$ cat src/rtl/ifetch_initiator.sv
// Instruction-fetch initiator: issues sequential word fetches on the treq/trsp link under a
// credit limit, buffers in-order responses and hands {pc, instr, err} to decode.
module ifetch_initiator #(
  parameter int unsigned DEPTH        = 4,
  parameter logic [31:0] RESET_VECTOR = 32'h0000_0000
) (
  input  logic        clk,
  input  logic        resetb,
  input  logic [1:0]  priv,
  input  logic        redirect_valid,
  input  logic [31:0] redirect_pc,
  input  logic        treqready,
  output logic        treqvalid,
  output logic [1:0]  treqpriv,
  output logic [31:0] treqaddr,
  output logic        trspready,
  input  logic        trspvalid,
  input  logic        trsprerr,
  input  logic [31:0] trspdata,
  output logic        ivalid,
  input  logic        iready,
  output logic [31:0] ipc,
  output logic [31:0] iinstr,
  output logic        ierr
);

  localparam int unsigned AW = $clog2(DEPTH);
  localparam int unsigned CW = AW + 1;
  localparam int unsigned SW = CW + 2;

  typedef enum logic [0:0] {StRun, StHalted} state_e;

  state_e          state_q, state_d;
  logic [31:0]     fetch_pc_q, fetch_pc_d;
  logic [31:0]     rsp_pc_q, rsp_pc_d;
  logic [CW-1:0]   outstanding_q, outstanding_d;
  logic [CW-1:0]   discard_q, discard_d;
  logic [CW-1:0]   count_q, count_d;
  logic [AW-1:0]   wr_ptr_q, wr_ptr_d;
  logic [AW-1:0]   rd_ptr_q, rd_ptr_d;
  logic            trspready_q;

  logic [31:0]     pc_mem    [DEPTH];
  logic [31:0]     instr_mem [DEPTH];
  logic            err_mem   [DEPTH];

  logic [SW-1:0]   credit_sum;
  logic            req_hs, rsp_hs, keep, push, pop;
  logic [31:0]     redirect_word;
  logic [1:0]      unused_redirect_lsb;

  assign redirect_word       = {redirect_pc[31:2], 2'b00};
  assign unused_redirect_lsb = redirect_pc[1:0];

  // Buffered entries plus every response still owed (kept or stale) must fit the buffer.
  assign credit_sum = SW'(count_q) + SW'(outstanding_q) + SW'(discard_q);

  assign treqvalid = trspready_q && (state_q == StRun) && !redirect_valid &&
                     (credit_sum < SW'(DEPTH));
  assign treqaddr  = fetch_pc_q;
  assign treqpriv  = priv;
  assign trspready = trspready_q;

  assign req_hs = treqvalid && treqready;
  assign rsp_hs = trspvalid && trspready_q;
  assign keep   = rsp_hs && (discard_q == '0) && (state_q == StRun);
  assign push   = keep && !redirect_valid;
  assign pop    = ivalid && iready && !redirect_valid;

  assign ivalid = (count_q != '0);
  assign ipc    = ivalid ? pc_mem[rd_ptr_q]    : 32'h0;
  assign iinstr = ivalid ? instr_mem[rd_ptr_q] : 32'h0;
  assign ierr   = ivalid ? err_mem[rd_ptr_q]   : 1'b0;

  always_comb begin
    state_d       = state_q;
    fetch_pc_d    = fetch_pc_q;
    rsp_pc_d      = rsp_pc_q;
    discard_d     = discard_q;
    wr_ptr_d      = wr_ptr_q;
    rd_ptr_d      = rd_ptr_q;
    outstanding_d = outstanding_q + CW'(req_hs) - CW'(rsp_hs);
    count_d       = count_q + CW'(push) - CW'(pop);

    if (req_hs) fetch_pc_d = fetch_pc_q + 32'd4;
    if (rsp_hs && (discard_q != '0)) discard_d = discard_q - CW'(1);
    if (keep) begin
      rsp_pc_d = rsp_pc_q + 32'd4;
      if (trsprerr) state_d = StHalted;
    end
    if (push) wr_ptr_d = wr_ptr_q + AW'(1);
    if (pop)  rd_ptr_d = rd_ptr_q + AW'(1);

    // Everything still in flight after this cycle belongs to the abandoned stream.
    if (redirect_valid) begin
      state_d    = StRun;
      fetch_pc_d = redirect_word;
      rsp_pc_d   = redirect_word;
      discard_d  = outstanding_q - CW'(rsp_hs);
      wr_ptr_d   = '0;
      rd_ptr_d   = '0;
      count_d    = '0;
    end
  end

  always_ff @(posedge clk or negedge resetb) begin
    if (!resetb) begin
      state_q       <= StRun;
      fetch_pc_q    <= RESET_VECTOR;
      rsp_pc_q      <= RESET_VECTOR;
      outstanding_q <= '0;
      discard_q     <= '0;
      count_q       <= '0;
      wr_ptr_q      <= '0;
      rd_ptr_q      <= '0;
      trspready_q   <= 1'b0;
    end else begin
      state_q       <= state_d;
      fetch_pc_q    <= fetch_pc_d;
      rsp_pc_q      <= rsp_pc_d;
      outstanding_q <= outstanding_d;
      discard_q     <= discard_d;
      count_q       <= count_d;
      wr_ptr_q      <= wr_ptr_d;
      rd_ptr_q      <= rd_ptr_d;
      trspready_q   <= 1'b1;
    end
  end

  always_ff @(posedge clk) begin
    if (push) begin
      pc_mem[wr_ptr_q]    <= rsp_pc_q;
      instr_mem[wr_ptr_q] <= trspdata;
      err_mem[wr_ptr_q]   <= trsprerr;
    end
  end

  assert property (@(posedge clk) disable iff (!resetb)
                   !(push && !pop && (count_q == CW'(DEPTH))));

endmodule

$ cat config.mk
export PLATFORM = sky130hd
export DESIGN_NAME = ifetch_initiator
export DESIGN_NICKNAME = d
export VERILOG_FILES = /design/src/rtl/ifetch_initiator.sv
export SDC_FILE = /design/constraint.sdc
export NUM_CORES = 1
export LEC_CHECK = 0
export CORE_UTILIZATION = 30
export CTS_CLUSTER_SIZE = 16
export DETAILED_ROUTE_END_ITERATION = 6
export GPL_ROUTABILITY_DRIVEN = 0
export SYNTH_ARGS = -nofsm -noshare
export SYNTH_HDL_FRONTEND = slang
export SYNTH_SLANG_ARGS = --single-unit
export TNS_END_PERCENT = 20
$ cat constraint.sdc
create_clock -name clk -period 3.6 [get_ports clk]
set_input_delay 1.08 -clock clk [delete_from_list [all_inputs] [get_ports clk]]
set_output_delay 1.08 -clock clk [all_outputs]
set_load 0.02 [all_outputs]
==> results.md <==
- Status: finished with violations
- Failing checks: setup timing
- Cell count after synthesis: 890
- Worst Clk Skew: about 0.011 ns
- Post-synth top area share: 53.7%
- TritonCTS clock tree: done
- Part of the power in registers: 39.6%
- Most used cell, CP: nor2_2
- Clk buf depth: 3
- Most frequent cells in the layout: 252 x edfxtp_1, 98 x clkdlybuf4s50_1, 73 x dfrtp_1
- Final hold violation count: 0
- Non-Filler Instances: 1733
- Fin Setup TNS: -0.186 ns
- Sequential share of the synthesized area: 67.0%
- Avg Cell Area, Syn: 15.8 um2
- Clk sink count: 327
- Core Area: 46500 um2
- PwrDens: 630 nW/um2
- Grt total ovfl: 0
- Die H: 219 um
- Setup Slack @ Placement: -0.0938 ns
- # fillers: 4371
- Tcrit/Tclk final: 105%
- Net switching power: 3.42 mW
- H-tree Lvls: 2
- CTS buffer count: 38
- Wl on met1: ~16000 um
- ANT cells: 0
- Synthesized area: 14100 um2
- Drt drc: 0
- Initial core utilization: 30.4%
- Setup CP Type: reg -> out
- Synth Flop Type: edfxtp_1
- FFs w/ async S/R, synth: 22.9%
- Fmax: 264 MHz
- Crit-path max FO: 2
- Crit-path max cell delay: 0.58 ns
- Vias: 8373
- Min Clock Period, post-route: about 3.8 ns
- All-Layer GR Usage: 14.0%
- Worst skew pair latency: 0.54 ns
- Synthesized flop and latch total: around 330
- WL/cell: 19.0 um
- Top sig layer: met4
- RSZ-0062 raised after global routing: yes
- Final nets: 1191
- Die X: 219 um
- Clk slew on worst S/H paths: 0.06 ns
- Arrival time at the worst endpoint: 2.71 ns
- Synth unique cells: 66
- EDFF count, synth: 252
- Slew Limit Fails: 0
- Main area contributors after synthesis: edfxtp_1 54%, dfrtp_1 13%, mux4_2 10%
- Post-route ant nets: 0
- Critical Path, Cell by Cell: inv_2 -> fa_1 -> nor2_2 -> fa_1 -> nor2_2 -> o2111ai_2 -> nor2_2 -> buf_6
- Logic pwr share: 27.8%
- Die area: 47900 um2
- Rows: 79
- First-pass DRT Iterations: 4
- VDD IR max: 408 uV
- Commonest non-fill, non-tap cell in the layout: edfxtp_1
- # IOs: 175
- Finished Core Util: 38.8%
- Vias in the first global route: 8622
- Syn-to-layout area delta: 27.7%
- Clock share of power: 32.6%
- IO Port Bufs: 164
- Syn. warnings: 0
- Slew headroom: 26.8%
- HP Class: in -> async
- Dpl hpwl: 21000 um
- Worst setup EP type: primary output
- Via density: 4.83
- Root buf cell: clkbuf_16
- Lkg Pwr: 6.41 nW
- Initial antenna violation count: 0
- Largest net degree at the start of global routing: 68
- P_int: a little under 8 mW
- Setup crit start kind: flop
- Layout cells sized above 1: between 10% and 20%
- # Max-Cap Violations: 0
- Placed Cells: 1660
- Setup violations, final: 1
- Metal3 WL: 1910 um
- CTS Hold Bufs: 0
- Slew @ Worst Pin: roughly 1.1 ns
- DRT iter0 DRCs: 440
- Sw frac: 30.2%
- CP Data Required Time: between 2 and 3 ns
- CP max-delay cell: fa_1
- Wire length on met2: about 15000 um
- Final WS setup: -0.186 ns
- Final WL: 32900 um
- First-pass GRT wire length: approximately 51000 um
- Yosys top cell by area: edfxtp_1
-- cell type report --
type	count	area, um2	area share [%]
sequential	327	9450	52.5
tap	607	759	4.22
inverter	28	108	0.597
timing repair buffer	211	2110	11.7
multi-input combinational	491	4390	24.4
clock inverter	20	174	0.966
clock buffer	49	1020	5.68
-- power by group through the flow --
| stage | Combinational (mW) | Clock, mW | Sequential (mW) |
|---|---|---|---|
| 2_1_floorplan | 1.78 | 0 | 4.54 |
| 3_3_place_gp | 3.22 | 0 | 4.54 |
| 3_5_place_dp | 3.24 | 0 | 4.55 |
| 4_1_cts | 3.20 | 3.82 | 4.48 |
| 5_1_grt | 3.46 | 3.95 | 4.52 |
| 6_report | 3.16 | 3.70 | 4.49 |
-- through the flow --
step	hold WS [ns]	total power [mW]	instance area (um2)
3_3_place_gp	0.522	7.76	16800
3_5_place_dp	0.535	7.79	16800
6_report	0.467	11.3	18000
4_1_cts	0.441	11.5	18000
5_1_grt	0.465	11.9	18000
2_1_floorplan	0.491	6.32	14100
-- cells by family after synthesis --
family          count (synthesis)  synth area share, %
mux                            73                 10.8
other cells                     2               0.0533
xor+xnor                       39                 2.42
fa+ha+maj                      21                 2.13
simple gates                  263                 10.7
compound gates                 90                 4.42
buf+inv                        75                 2.47
flops                         327                 67.0
-- sequential cells by signal, indices dropped and copies added, names as in the netlist --
| name | flops |
|---|---|
| treqaddr | 30 |
| rd_ptr_q | 2 |
| pc_mem | 120 |
| instr_mem | 128 |
| wr_ptr_q | 2 |
| discard_q | 3 |
| count_q | 3 |
| outstanding_q | 3 |
| rsp_pc_q | 30 |
| state_q | 1 |
| err_mem | 4 |
| trspready | 1 |
-- timing repair --
item | CTS | global route
hold endpoints to repair | 0 | 0
setup buffers | 7 | 0
resized for setup | 72 | 16
setup endpoints to repair | 64 | 10
pin swaps | 5 | 11
gates cloned | 1 | 0
-- metal layers --
metal,GRT usage (%),vias to the layer above
met3,3.48,34
li1,-,3846
met5,0,-
met4,3.54,0
met2,21.5,229
met1,19.7,4264
-- cell usage after synthesis, types with 20 or more instances --
master and count:
edfxtp_1 252, clkbuf_1 28, inv_1 27, nand4_1 23, dfrtp_1 75, nor2_1 27
and2_1 71, mux4_2 63, nand2_1 39, o21ai_0 20, nand3_1 30, xor2_1 23
-- critical path: cells and delay by family, from the launching register on --
kind                     cells  cell delay (ns)
AND/OR/NAND/NOR              3             0.39
flip-flops                   1             0.36
AO/OA/AOI/OAI                1             0.15
buffers and inverters        2             0.20
adder cells (fa/ha/maj)      2             1.09
-- worst paths after layout --
path	from	end	cells after the start	slack (ns)
hold / removal	resetb	treqaddr[24]	1	0.47
setup reg to reg	outstanding_q[1]	outstanding_q[1]	15	0.16
hold reg to reg	state_q	state_q	2	0.55
min in group clk	state_q	state_q	2	0.55
max in group asynchronous	resetb	rsp_pc_q[15]	2	2.45
setup / recovery	outstanding_q[1]	treqvalid	8	-0.19
Power figures use the tool's default switching activity.
